<file path="src/rtl/servo_pkg.sv">
// Shared definitions for the two-axis galvo servo sequencer: state encoding,
// axis select values and sample width.
package servo_pkg;

  localparam int DATA_W = 16;

  localparam logic AXIS_X = 1'b0;
  localparam logic AXIS_Y = 1'b1;

  localparam logic [2:0] ST_IDLE  = 3'd0;
  localparam logic [2:0] ST_CONV  = 3'd1;
  localparam logic [2:0] ST_PID_X = 3'd2;
  localparam logic [2:0] ST_PID_Y = 3'd3;
  localparam logic [2:0] ST_DAC   = 3'd4;

  typedef enum logic [2:0] {
    IDLE  = ST_IDLE,
    CONV  = ST_CONV,
    PID_X = ST_PID_X,
    PID_Y = ST_PID_Y,
    DAC   = ST_DAC
  } state_t;

endpackage

</file>
<file path="src/rtl/servo_tick_gen.sv">
// Sample-period counter: runs 0..PERIOD_CYC-1 while enabled and flags the wrap
// cycle as tick; dropping enable parks the counter at 0.
module servo_tick_gen #(
  parameter int PERIOD_CYC = 200
) (
  input  logic clk_ref,
  input  logic reset,
  input  logic enable,
  output logic tick
);

  localparam int CNT_W = (PERIOD_CYC > 1) ? $clog2(PERIOD_CYC) : 1;
  localparam logic [CNT_W-1:0] LAST = CNT_W'(PERIOD_CYC - 1);

  logic [CNT_W-1:0] cnt;

  always_ff @(posedge clk_ref) begin
    if (reset || !enable) begin
      cnt <= '0;
    end else if (cnt == LAST) begin
      cnt <= '0;
    end else begin
      cnt <= cnt + CNT_W'(1);
    end
  end

  assign tick = enable && (cnt == LAST);

endmodule

</file>
<file path="src/rtl/servo_loop_sched.sv">
// Per-sample sequencer: triggers both position ADCs, time-shares one PID engine
// between X and Y, then writes both results to the DACs via req/ack.
module servo_loop_sched
  import servo_pkg::*;
#(
  parameter int PERIOD_CYC  = 200,
  parameter int TIMEOUT_CYC = 64
) (
  input  logic                     clk_ref,
  input  logic                     reset,
  input  logic                     enable,
  output logic                     adc_start,
  input  logic                     x_pos_valid,
  input  logic                     y_pos_valid,
  input  logic signed [DATA_W-1:0] x_pos,
  input  logic signed [DATA_W-1:0] y_pos,
  output logic                     pid_start,
  output logic                     pid_axis,
  output logic signed [DATA_W-1:0] pid_pos,
  input  logic                     pid_done,
  input  logic signed [DATA_W-1:0] pid_out,
  output logic                     x_dac_req,
  output logic                     y_dac_req,
  output logic signed [DATA_W-1:0] x_dac_data,
  output logic signed [DATA_W-1:0] y_dac_data,
  input  logic                     x_dac_ack,
  input  logic                     y_dac_ack,
  output logic                     busy,
  output logic                     overrun,
  output logic                     adc_timeout
);

  logic tick;

  servo_tick_gen #(.PERIOD_CYC(PERIOD_CYC)) u_tick (
    .clk_ref (clk_ref),
    .reset   (reset),
    .enable  (enable),
    .tick    (tick)
  );

  state_t                     state, state_n;
  logic                       x_got, x_got_n, y_got, y_got_n;
  logic signed [DATA_W-1:0]   x_smp, x_smp_n, y_smp, y_smp_n;
  logic [7:0]                 to_cnt, to_cnt_n;
  logic [8:0]                 to_inc;
  logic                       adc_start_n, pid_start_n, pid_axis_n;
  logic signed [DATA_W-1:0]   pid_pos_n, x_dac_data_n, y_dac_data_n;
  logic                       x_dac_req_n, y_dac_req_n;
  logic                       busy_n, overrun_n, adc_timeout_n;

  // The adc_start cycle already counts as the first CONV cycle.
  assign to_inc = {1'b0, to_cnt} + 9'd1;

  always_comb begin
    state_n       = state;
    x_got_n       = x_got;
    y_got_n       = y_got;
    x_smp_n       = x_smp;
    y_smp_n       = y_smp;
    to_cnt_n      = to_cnt;
    adc_start_n   = 1'b0;
    pid_start_n   = 1'b0;
    pid_axis_n    = pid_axis;
    pid_pos_n     = pid_pos;
    x_dac_req_n   = x_dac_req;
    y_dac_req_n   = y_dac_req;
    x_dac_data_n  = x_dac_data;
    y_dac_data_n  = y_dac_data;
    overrun_n     = 1'b0;
    adc_timeout_n = 1'b0;

    case (state)
      IDLE: begin
        if (tick) begin
          state_n     = CONV;
          adc_start_n = 1'b1;
          x_got_n     = 1'b0;
          y_got_n     = 1'b0;
          to_cnt_n    = '0;
        end
      end
      CONV: begin
        to_cnt_n = to_inc[7:0];
        if (x_pos_valid) begin
          x_smp_n = x_pos;
          x_got_n = 1'b1;
        end
        if (y_pos_valid) begin
          y_smp_n = y_pos;
          y_got_n = 1'b1;
        end
        // Completed data takes priority over a timeout expiring this cycle.
        if (x_got_n && y_got_n) begin
          state_n     = PID_X;
          pid_start_n = 1'b1;
          pid_axis_n  = AXIS_X;
          pid_pos_n   = x_smp_n;
        end else if (to_inc == 9'(TIMEOUT_CYC)) begin
          state_n       = IDLE;
          adc_timeout_n = 1'b1;
        end
      end
      PID_X: begin
        if (pid_done) begin
          x_dac_data_n = pid_out;
          state_n      = PID_Y;
          pid_start_n  = 1'b1;
          pid_axis_n   = AXIS_Y;
          pid_pos_n    = y_smp;
        end
      end
      PID_Y: begin
        if (pid_done) begin
          y_dac_data_n = pid_out;
          state_n      = DAC;
          x_dac_req_n  = 1'b1;
          y_dac_req_n  = 1'b1;
        end
      end
      DAC: begin
        x_dac_req_n = x_dac_req && !x_dac_ack;
        y_dac_req_n = y_dac_req && !y_dac_ack;
        if (!x_dac_req_n && !y_dac_req_n) begin
          state_n = IDLE;
        end
      end
      default: state_n = IDLE;
    endcase

    if (tick && (state != IDLE)) begin
      overrun_n = 1'b1;
    end
    busy_n = (state_n != IDLE);
  end

  // Register stage: every output comes straight from a flop.
  always_ff @(posedge clk_ref) begin
    if (reset) begin
      state       <= IDLE;
      x_got       <= 1'b0;
      y_got       <= 1'b0;
      x_smp       <= '0;
      y_smp       <= '0;
      to_cnt      <= '0;
      adc_start   <= 1'b0;
      pid_start   <= 1'b0;
      pid_axis    <= AXIS_X;
      pid_pos     <= '0;
      x_dac_req   <= 1'b0;
      y_dac_req   <= 1'b0;
      x_dac_data  <= '0;
      y_dac_data  <= '0;
      busy        <= 1'b0;
      overrun     <= 1'b0;
      adc_timeout <= 1'b0;
    end else begin
      state       <= state_n;
      x_got       <= x_got_n;
      y_got       <= y_got_n;
      x_smp       <= x_smp_n;
      y_smp       <= y_smp_n;
      to_cnt      <= to_cnt_n;
      adc_start   <= adc_start_n;
      pid_start   <= pid_start_n;
      pid_axis    <= pid_axis_n;
      pid_pos     <= pid_pos_n;
      x_dac_req   <= x_dac_req_n;
      y_dac_req   <= y_dac_req_n;
      x_dac_data  <= x_dac_data_n;
      y_dac_data  <= y_dac_data_n;
      busy        <= busy_n;
      overrun     <= overrun_n;
      adc_timeout <= adc_timeout_n;
    end
  end

endmodule

</file>
<file path="config.mk">
export PLATFORM = sky130hd
export DESIGN_NAME = servo_loop_sched
export DESIGN_NICKNAME = d
export VERILOG_FILES = /design/src/rtl/servo_pkg.sv /design/src/rtl/servo_tick_gen.sv /design/src/rtl/servo_loop_sched.sv
export SDC_FILE = /design/constraint.sdc
export NUM_CORES = 1
export LEC_CHECK = 0
export BUFFER_PORTS_ARGS = -buffer_cell sky130_fd_sc_hd__buf_2
export CAP_MARGIN = 20
export CORE_UTILIZATION = 40
export CTS_CLUSTER_DIAMETER = 120
export DETAILED_ROUTE_END_ITERATION = 16
export PLACE_DENSITY = 0.71
export REMOVE_ABC_BUFFERS = 1
export SLEW_MARGIN = 15
export SYNTH_ARGS = -nofsm -noshare
export SYNTH_HDL_FRONTEND = slang
export SYNTH_HIERARCHICAL = 1
export SYNTH_SLANG_ARGS = --single-unit
</file>
<file path="constraint.sdc">
create_clock -name clk_ref -period 2.09 [get_ports clk_ref]
set_clock_uncertainty 0.1 [all_clocks]
set_input_delay 0.1045 -clock clk_ref [delete_from_list [all_inputs] [get_ports clk_ref]]
set_output_delay 0.1045 -clock clk_ref [all_outputs]
set_load 0.01 [all_outputs]
</file>
* Yosys cells after proc, flatten, opt, wreduce, memory -nomap -nowiden
Index checks and enable logic that the tools add are counted.
** Operators by class
- Mux-type cells :: 31
- Add/subtract/negate cells :: 2
- Bitwise operators :: 2
- Equality and inequality tests :: 10
- Reductions and logical operators :: 27
** Operator list (count)
- 16-bit two-way mux :: 3
- 16-bit case mux with 2 select lines :: 1
- 3-bit two-way mux :: 6
- 8-bit case mux with 2 select lines :: 1
- 3-bit case mux with 5 select lines :: 1
- 1-bit two-way mux :: 12
- 1-bit case mux with 2 select lines :: 6
- 2-bit AND reduction :: 5
- 8-bit by 1-bit adder with 9-bit output (second input constant) :: 1
- 9-bit by 7-bit == test with 1-bit output (second input constant) :: 1
- 8-bit by 1-bit adder with 8-bit output (second input constant) :: 1
- 8-bit == test (second input constant) :: 1
- 8-bit two-way mux :: 1
- 2-bit inequality test (second input constant) :: 4
- 3-bit by 2-bit == test with 1-bit output (second input constant) :: 2
- 1-bit logical AND :: 6
- 2-bit nonzero test :: 3
- 3-bit nonzero test :: 2
- 1-bit logical NOT :: 5
- 2-bit OR reduction :: 2
- 3-bit by 1-bit == test with 1-bit output (second input constant) :: 1
- 3-bit == test (second input constant) :: 1
- 3-bit logical NOT :: 1
- 3-bit AND reduction :: 1
- other kinds (3) :: 4
** Storage, ports and cells
- Output and inout bits :: 56
- Register bits after elaboration :: 109
- Word-level logic and storage cells :: 90

* Logic depth before layout (Yosys ltp)
Gate-level depths: netlist (run 1).
- Depth after elaboration :: 7
- Gate-level depth with buffers :: 7

* Hierarchy
The synthesis (run 1) kept the hierarchy.
** By module, submodules not included
- servo_loop_sched :: seq. area each 2021.9 um^2, cells each 491, instances 1, area each 4043.9 um^2
- servo_tick_gen :: seq. area each 160.2 um^2, cells each 39, instances 1, area each 356.6 um^2

* Worst setup path before layout (run 1)
OpenSTA, ideal clock, no wires.
- Path type :: reg-to-reg
- From :: register u_tick.cnt[0]
- To :: register to_cnt[3]
- Data arrival time :: 1.555 ns
- Clock period less this slack :: 1.740 ns
- Cell stages (with the launch flop) :: 7
- Data required time :: 1.904 ns
- Path slack :: 0.350 ns
- Path buffers :: 0
- Cells stage by stage :: dfxtp_1 -> ha_1 -> and4bb_1 -> and3_1 -> o21ai_0 -> a21oi_1 -> a211oi_1
** Between the ends
- Longest elaborated chain between the ends :: 4
** Ends and longest elaborated chain
- from (decl) :: RTL line servo_tick_gen.sv:15 : logic [CNT_W-1:0] cnt;
- from (signal assigned) :: RTL line servo_tick_gen.sv:23 : cnt <= cnt + CNT_W'(1);
- 8-bit == test :: RTL line servo_tick_gen.sv:27 : assign tick = enable && (cnt == LAST);
- 1-bit logical AND :: RTL line servo_tick_gen.sv:27
- net tick :: RTL line servo_loop_sched.sv:33 : logic tick;
- 2-bit inequality test (no line)
- 2-bit AND reduction (no line)
- to (signal assigned) :: RTL line servo_loop_sched.sv:163 : to_cnt <= to_cnt_n;
- to (decl) :: RTL line servo_loop_sched.sv:45 : logic [7:0] to_cnt, to_cnt_n;
The timed path passes the listed nets, and every way through them passes these cells.
A chain may end at the register's enable or synchronous reset.

* Final worst setup path (run 1)
- From :: register state[2]
- To :: register pid_pos[10]
** Between the ends
- Longest elaborated chain between the ends :: 3
** Ends and longest elaborated chain
- from (decl) :: RTL line servo_loop_sched.sv:42 : state_t state, state_n;
- from (signal assigned) :: RTL line servo_loop_sched.sv:158 : state <= state_n;
- 3-bit by 1-bit == test with 1-bit output or 3-bit by 2-bit == test with 1-bit output (tied branches) :: RTL line servo_loop_sched.sv:73 : case (state)
- 2-bit inequality test (no line) or 2-bit nonzero test (tied branches)
- 3-bit AND reduction (no line)
- to (signal assigned) :: RTL line servo_loop_sched.sv:167 : pid_pos <= pid_pos_n;
- to (decl) :: RTL line servo_loop_sched.sv:19 : output logic signed [DATA_W-1:0] pid_pos,
Parallel ways exist; a longest one is shown, timed or not.

==> results by group, run 1 <==
Worst setup path
  – Critical Path Start Type: flip-flop
  – Arrival @ worst endpoint: 2120 ps
  – WP data required: 2290 ps
  – Worst Path Max Fanout: 17
  – Critical path class: flip-flop to flip-flop
  – R2R depth: 4
  – Critical path capture point type: flip-flop

Final layout
  – Filler cells: 981
  – Post-route insts no fill: 803
  – Commonest non-fill, non-tap cell in the layout: nand2_1
  – Diodes inserted: 0
  – Syn-to-layout area delta: 28.1%
  – Most frequent cells in the layout: nand2_1 (139), buf_2 (111), dfxtp_1 (109)
  – Fin nets: 720
  – Share of cells above drive strength 1: 22.9%

Logic synthesis
  – Post-synth top flop: dfxtp_1
  – Yosys reg bits: 109
  – Ys async rst share: 0%
  – Syn_area_per_cell: 8.30 um^2
  – YS warnings: 6
  – Number of synthesized flops with an enable pin: 0
  – Yosys cell types: 51
  – Mapped Cells: 530
  – Synthesized area: 4400 um^2
  – Sequential fraction of the synthesis area: 49.6%

Clock network
  – Worst skew pair latency: 370 ps
  – Longest Clk Path Bufs: 2
  – Root Driver: clkbuf_8
  – TritonCTS buffer count: 9
  – H-Tree Level Count: 3
  – Reg clk slew, reported paths: 100 ps
  – Sink Count: 109
  – CTS tree: done
  – Post-CTS setup buffers: 0

Drt
  – Vias: 4153
  – Pre-antenna DRT Iters: 5
  – # DRC: 0
  – First DRT Iteration DRCs: 264
  – WL per Instance: 14.1 um
  – Final wirelength: 11.4 mm
  – Antenna-violating nets left: 0
  – Via density: 5.17

STA
  – Fin crit period: 1920 ps
  – Worst Tran Pin Value: 897 ps
  – RSZ-0062 raised after global routing: false
  – Pins Over Slew Limit: 0
  – Final setup margin: 172 ps
  – Final Hold Viols: 0
  – Slew HR: 40.2%
  – Setup Viol. Count Final: 0
  – Fmax: 521 MHz
  – Final period util: 91.8%

Floorplanning
  – I/O pins: 112
  – Starting density of the core: 41.9%
  – Die Area: 11400 um^2
  – Core Area: 10500 um^2
  – Die X: 107 um
  – Die height: 107 um
  – FP Rows: 37

Min path
  – Hold path cells: 2
  – HP Class: primary input to flip-flop

Placement
  – Placed wire-length estimate: 7.45 mm
  – Gpl congestion: 0.810
  – PortBufs: 111
  – Pre-CTS setup slack: 208 ps
  – DP Cell Count: 755

GRT
  – Global-route wire length before repair: 18.2 mm
  – Total GRT Usage: 19.9%
  – Vias in the first global route: 3818
  – Total gr overflow: 0
  – Initial antenna violation count: 1
  – Largest net degree at the start of global routing: 85

Status
  – Outcome: finished, final reports clean

Pwr
  – Pwr/cell area: 635 nW/um^2
  – Pleak: 2.26 nW
  – IR drop worst, VDD: 0.344 mV

Flow run
  – Max-cap violations: 0
==> worst paths after layout <==
kind                                      from              to  slack, ps
worst min register to register  x_dac_data[10]  x_dac_data[10]        360
worst max-delay path                  state[2]     pid_pos[10]        170
worst min-delay path                     reset           x_got         30
worst max register to register        state[2]     pid_pos[10]        170
==> worst max-delay path, stage by stage, from the launching register on <==
cell,delay [ps]
dfxtp_1,620
nor3b_4,110
a21oi_2,730
nand2_1,140
a21oi_1,150
==> synth_stat cells (5+ instances only) <==
cell type | n | area (um^2)
nor2_1 | 35 | 131
nand3_1 | 7 | 35.0
o211ai_1 | 17 | 128
a21oi_1 | 71 | 355
o21ai_0 | 12 | 60.1
dfxtp_1 | 109 | 2180
clkbuf_1 | 26 | 97.6
or3_1 | 5 | 31.3
buf_2 | 9 | 45.0
inv_1 | 6 | 22.5
nand2_1 | 139 | 522
mux2i_1 | 17 | 170
a211oi_1 | 19 | 143
==> per-stage QoR <==
step	setup TNS (ps)	total power, mW	area [um^2]	util [%]	hold WS, ps
final	0	3.58	5640	53.6	28.8
after global routing	0	3.72	5640	53.6	30.3
after CTS	0	3.60	5640	53.6	19.3
after detailed placement	0	2.28	5120	48.7	253
after global placement	0	2.27	5120	48.7	246
after floorplan	-37390	2.17	4240	-	73.6
==> per-layer routing <==
metal  part of all wire (%)  track usage (%)  vias to the layer above  wire length (um)
met4                   0.82             4.11                        2                93
met2                     46             33.8                      143              5250
met5                  0.097                0                        -                11
met3                    8.2             6.75                       14               929
li1                       -                -                     2083                 -
met1                     45             24.5                     1911              5060
==> flip-flops by register name, summed over array words and instances (netlist names), 3 cells and up <==
| name | flops |
|---|---|
| to_cnt | 8 |
| state | 3 |
| x_smp | 16 |
| x_dac_data | 16 |
| u_tick/cnt | 8 |
| y_dac_data | 16 |
| pid_pos | 16 |
| y_smp | 16 |
==> report_power, final <==
group / switching, mW / internal (mW) / total (mW)
sequential: 0.00197 / 2.08 / 2.08
combinational: 0.0946 / 0.103 / 0.198
clock: 0.733 / 0.568 / 1.30
==> logic make-up after synthesis <==
logic type      count (synthesis)  share of synthesized area (%)
fa+ha+maj                       2                          0.569
xor+xnor                        4                          0.796
simple gates                  214                           21.4
compound gates                140                           19.6
mux                            17                           3.87
buf+inv                        44                           4.18
flops                         109                           49.6
==> final cells by class <==
cell class,count,area [um^2],area share [%]
well taps,136,170,3.02
flip-flops and latches,109,2180,38.7
clock buffers,10,128,2.26
inverters,6,22.5,0.399
repair buffers,159,1010,17.9
multi-input cells,377,2060,36.5
clock inverters,6,71.3,1.26
==> repair_timing <==
item	4_1_cts	5_1_grt
hold buffers	32	0
endpoints found under the hold margin	48	0
resized for setup	0	0
(Power assumes the default switching activity.)
==> inputs of run 2 (changes only) <==
- CORE_ASPECT_RATIO: default -> 0.8
- SLEW_MARGIN: 15 -> 20
==> results by group, run 2 (same netlist as run 1, synthesis figures left out) <==
Status
  – Outcome: finished, final reports clean

Pwr
  – Pleak: 2.31 nW (+1.9%)
  – Pwr Total: 3.85 mW (+7.5%)
  – IR drop worst, VDD: 0.512 mV (+49%)
  – Pwr/cell area: 672 nW/um^2 (+5.9%)

STA
  – Pins Over Slew Limit: 0 (unchanged)
  – Worst Tran Pin Value: 869 ps (-28.5 ps)
  – Fmax: 508 MHz (-2.6%)
  – RSZ-0062 raised after global routing: false
  – Minimum hold slack: 38.6 ps (+9.71 ps)
  – Fin crit period: 1970 ps (+51.8 ps)
  – Setup Viol. Count Final: 0 (unchanged)
  – Final period util: 94.3% (+2.5 points)
  – Final Hold Viols: 0 (unchanged)
  – Slew HR: 42.1% (+1.9 points)

Floorplanning
  – Die height: 95.8 um (-10%)
  – Die X: 119 um (+12%)
  – Starting density of the core: 42.0% (+0.085 points)
  – FP Rows: 33 (-11%)
  – Die Area: 11400 um^2 (about the same)
  – I/O pins: 112 (unchanged)
  – Core Area: 10500 um^2 (-0.20%)

Final layout
  – Reg area: 2180 um^2 (unchanged)
  – Fin nets: 721 (+0.14%)
  – Diodes inserted: 0 (unchanged)
  – Syn-to-layout area delta: 30.1%
  – Share of cells above drive strength 1: 23.1% (+0.12 points)
  – Commonest non-fill, non-tap cell in the layout: nand2_1
  – Multi-input gate area: 2060 um^2 (+0.12%)
  – Filler cells: 965 (-1.6%)
  – Most frequent cells in the layout: nand2_1 (138), buf_2 (111), dfxtp_1 (109)

GRT
  – Initial antenna violation count: 2 (+1)
  – Global-route wire length before repair: 18.1 mm (-0.42%)
  – Total GRT Usage: 20.1% (+0.20 points)
  – Total gr overflow: 0 (unchanged)
  – Vias in the first global route: 3830 (+0.31%)
  – Largest net degree at the start of global routing: 77 (-9.4%)

Clock network
  – Longest Clk Path Bufs: 2 (unchanged)
  – Reg clk slew, reported paths: 70 ps (-30 ps)
  – TritonCTS buffer count: 9 (unchanged)
  – Worst skew pair latency: 350 ps (-20 ps)
  – H-Tree Level Count: 3 (unchanged)
  – Root Driver: clkbuf_16
  – CTS tree: done
  – Sink Count: 109 (unchanged)

Worst setup path
  – Arrival @ worst endpoint: 2090 ps (-30 ps)
  – WP data required: 2210 ps (-80 ps)
  – Critical Path Start Type: flip-flop
  – Critical path capture point type: flip-flop
  – Critical path class: flip-flop to flip-flop
  – Worst Path Max Fanout: 32 (+15)

Placement
  – Placed wire-length estimate: 7.57 mm (+1.5%)
  – PortBufs: 111 (unchanged)
  – Gpl congestion: 0.778 (-3.9%)

Drt
  – Antenna-violating nets left: 0 (unchanged)
  – Pre-antenna DRT Iters: 5 (unchanged)
  – First DRT Iteration DRCs: 190 (-28%)
  – Via density: 5.12 (-0.95%)
  – # DRC: 0 (unchanged)
  – WL per Instance: 13.9 um (-1.5%)
  – Final wirelength: 11.2 mm (-0.93%)
  – Vias: 4139 (-0.34%)

Flow run
  – Max-cap violations: 0 (unchanged)

Min path
  – HP Class: primary input to flip-flop
run 2: worst max-delay path, cell delays in order (launching register included):
cell and delay [ps]:
dfxtp_1 380, buf_4 200, or3b_2 770, o211ai_1 290, a21oi_1 90
run 2: per-layer routing:
metal / track usage (%) / vias to the layer above / part of all wire [%]
li1: - / 2089 / -
met1: 26.8 / 1899 / 48
met2: 31.6 / 137 / 43
met3: 6.04 / 12 / 7.0
met4: 5.80 / 2 / 0.91
met5: 0 / - / 0.12
run 2: path summary, 6_finish.rpt:
path                                startpoint  cells past startpoint        endpoint  slack, ps
worst min register to register  y_dac_data[15]                      2  y_dac_data[15]        350
worst max-delay path                  state[0]                      4      pid_pos[4]        120
worst max register to register        state[0]                      4      pid_pos[4]        120
worst min-delay path                 x_dac_ack                      4       x_dac_req         40
run 2: cell type report:
type | instances | share of cell area [%]
clock buffer | 11 | 4.07
clock inverter | 5 | 0.634
inverter | 6 | 0.394
multi-input combinational | 377 | 36.0
sequential | 109 | 38.1
tap | 140 | 3.06
timing repair buffer | 160 | 17.8
run 2: what timing repair did:
item                       4_1_cts  5_1_grt
hold buffers                    32        0
setup endpoints to repair        0        5
hold endpoints to repair        48        0
gates resized for setup          0        1
buffers inserted                 0        0
run 2: power by group:
part / total (mW) / internal (mW) / switching [mW]
sequential: 2.08 / 2.08 / 0.00228
combinational: 0.200 / 0.105 / 0.0953
clock: 1.57 / 0.814 / 0.752
run 2: per-stage QoR:
| stage | utilization (%) | TNS [ps] | instance area [um^2] | instances | worst slack (ps) |
|---|---|---|---|---|---|
| final | 54.6 | 0 | 5720 | 808 | 120 |
| after detailed placement | 48.9 | 0 | 5130 | 760 | 157 |
| after CTS | 54.5 | 0 | 5720 | 808 | 134 |
| after global routing | 54.6 | 0 | 5720 | 808 | 23.5 |
| after global placement | 48.9 | 0 | 5130 | 760 | 183 |
| after floorplan | - | -37390 | 4240 | 492 | -850 |
==> inputs of run 3 (changes only) <==
- GPL_TIMING_DRIVEN: default -> 0
- SLEW_MARGIN: 20 -> default
==> results by group, run 3 (same netlist as run 1, synthesis figures left out) <==
STA
  – Final period util: 92.9% (-1.3 points)
  – Fmax: 515 MHz (+1.4%)
  – Setup TNS: 0 ps (unchanged)
  – RSZ-0062 raised after global routing: false
  – Fin crit period: 1940 ps (-27.9 ps)
  – Slew HR: 32.4% (-9.6 points)
  – Final Hold Viols: 0 (unchanged)
  – Pins Over Slew Limit: 0 (unchanged)
  – Setup Viol. Count Final: 0 (unchanged)
  – Worst Tran Pin Value: 1010 ps (+145 ps)

GRT
  – Vias in the first global route: 3651 (-4.7%)
  – Global-route wire length before repair: 17.8 mm (-1.6%)
  – Initial antenna violation count: 0 (-2)
  – Total GRT Usage: 19.7% (-0.43 points)
  – Total gr overflow: 0 (unchanged)
  – Largest net degree at the start of global routing: 100 (+30%)

Final layout
  – Layout Utilization: 54.6% (unchanged)
  – Multi-input gate area: 2090 um^2 (+1.6%)
  – Fin nets: 711 (-1.4%)
  – Reg area: 2190 um^2 (+0.17%)
  – Design area: 5720 um^2 (unchanged)
  – Share of cells above drive strength 1: 22.9% (-0.11 points)
  – Diodes inserted: 0 (unchanged)
  – Filler cells: 1004 (+4.0%)
  – Most frequent cells in the layout: nand2_1 (138), buf_2 (110), dfxtp_1 (106)
  – Syn-to-layout area delta: 30.1% (unchanged)
  – Commonest non-fill, non-tap cell in the layout: nand2_1

Min path
  – Hold Startpoint: x_dac_ack
  – HP Class: primary input to flip-flop

Placement
  – PortBufs: 111 (unchanged)
  – Gpl congestion: 0.830 (+6.7%)
  – Cell Area, Placed: 5030 um^2 (-1.9%)
  – Placed wire-length estimate: 7.11 mm (-6.1%)

Worst setup path
  – Arrival @ worst endpoint: 2090 ps (about the same)
  – Worst Path Max Fanout: 6 (-81%)
  – WP data required: 2240 ps (+30 ps)
  – Critical path class: flip-flop to flip-flop
  – Cell chain of the critical path: ha_1 -> and4bb_1 -> and3_1 -> o21ai_1 -> a21oi_1 -> a211oi_1
  – Critical Path Start Type: flip-flop
  – Bufs and invs on worst path: 0 (-1)
  – Crit. Startpoint: u_tick/cnt[0]
  – CP top delay family: compound AO/OA/AOI/OAI gates
  – Critical path capture point type: flip-flop
  – Worst stage delay on the critical path: 360 ps (-410 ps)
  – R2r startpoint: u_tick/cnt[0]
  – Cell with the largest stage delay on the worst path: o21ai_1
  – R2r setup slk: 150 ps (+30 ps)

Floorplanning
  – Core Area: 10500 um^2 (unchanged)
  – I/O pins: 112 (unchanged)
  – Die Area: 11400 um^2 (unchanged)
  – Die height: 95.8 um (unchanged)
  – Starting density of the core: 42.0% (unchanged)
  – Die X: 119 um (unchanged)
  – FP Rows: 33 (unchanged)

Drt
  – # DRC: 0 (unchanged)
  – Final wirelength: 11.2 mm (-0.21%)
  – WL per Instance: 14.1 um (+1.0%)
  – Vias: 4100 (-0.94%)
  – Antenna-violating nets left: 0 (unchanged)
  – First DRT Iteration DRCs: 286 (+51%)
  – Via density: 5.14 (+0.30%)
  – Pre-antenna DRT Iters: 4 (-1)

Clock network
  – H-Tree Level Count: 3 (unchanged)
  – Sink Count: 109 (unchanged)
  – Worst skew pair latency: 350 ps (about the same)
  – Reg clk slew, reported paths: 70 ps (about the same)
  – Root Driver: clkbuf_16
  – Longest Clk Path Bufs: 2 (unchanged)
  – CTS tree: done
  – TritonCTS buffer count: 9 (unchanged)

Pwr
  – IR drop worst, VDD: 0.456 mV (-11%)
  – Pleak: 2.27 nW (-1.7%)
  – Pwr/cell area: 682 nW/um^2 (+1.4%)

Status
  – Outcome: finished, final reports clean

Flow run
  – Max-cap violations: 0 (unchanged)
[run 3: changes by cell type in the layout (fill, tap and decap cells not counted), moves of 2 or more]
| cell | delta |
|---|---|
| dfxtp_1 | -3 |
| clkbuf_1 | -2 |
| buf_8 | +2 |
| clkinvlp_4 | +2 |
| dfxtp_2 | +3 |
| buf_4 | -12 |
[run 3: path summary, 6_finish.rpt]
path / endpoint / depth (start not counted)
max: to_cnt[3] / 6
min: x_dac_req / 4
max reg2reg: to_cnt[3] / 6
min reg2reg: x_dac_data[1] / 2
[run 3: final cells by class]
cell class | count | share of cell area [%]
Clock inverter | 6 | 0.809
Clock buffer | 10 | 4.18
Sequential cell | 109 | 38.2
Inverter | 6 | 0.394
Tap cell | 140 | 3.06
Timing Repair Buffer | 150 | 16.8
Multi-Input combinational cell | 377 | 36.6
[run 3: power by group]
group	internal, mW	switching, mW
registers	2.08	0.00217
clock network	0.850	0.781
logic	0.0990	0.0919
[run 3: metrics by stage]
step,instances,setup WS (ps),power (mW),hold slack (ps)
2_1_floorplan,492,-850,2.17,73.6
3_3_place_gp,743,-2240,2.27,245
3_5_place_dp,746,-601,2.27,254
4_1_cts,798,24.8,3.95,50.4
5_1_grt,798,43.3,4.04,63.1
6_report,798,148,3.90,53.8
[run 3: what timing repair did]
| item | in CTS | in global routing |
|---|---|---|
| hold buffers | 32 | 0 |
| buffers inserted | 4 | 0 |
| pin swaps | 2 | 0 |
| endpoints found under the hold margin | 48 | 0 |
| resized for setup | 7 | 4 |
| endpoints found under the setup margin | 79 | 33 |
[run 3: metal layers]
| layer | vias to the layer above | wire length (um) | global-route usage [%] |
|---|---|---|---|
| li1 | 2081 | - | - |
| met1 | 1888 | 5210 | 25.2 |
| met2 | 122 | 5170 | 32.6 |
| met3 | 9 | 751 | 5.92 |
| met4 | 0 | 87 | 5.17 |
| met5 | - | 0 | 0 |
[run 3: tightest hold or removal path, cell delays in order]
cell and delay, ps:
buf_2 90, inv_1 30, o21ai_0 160, a21oi_1 70
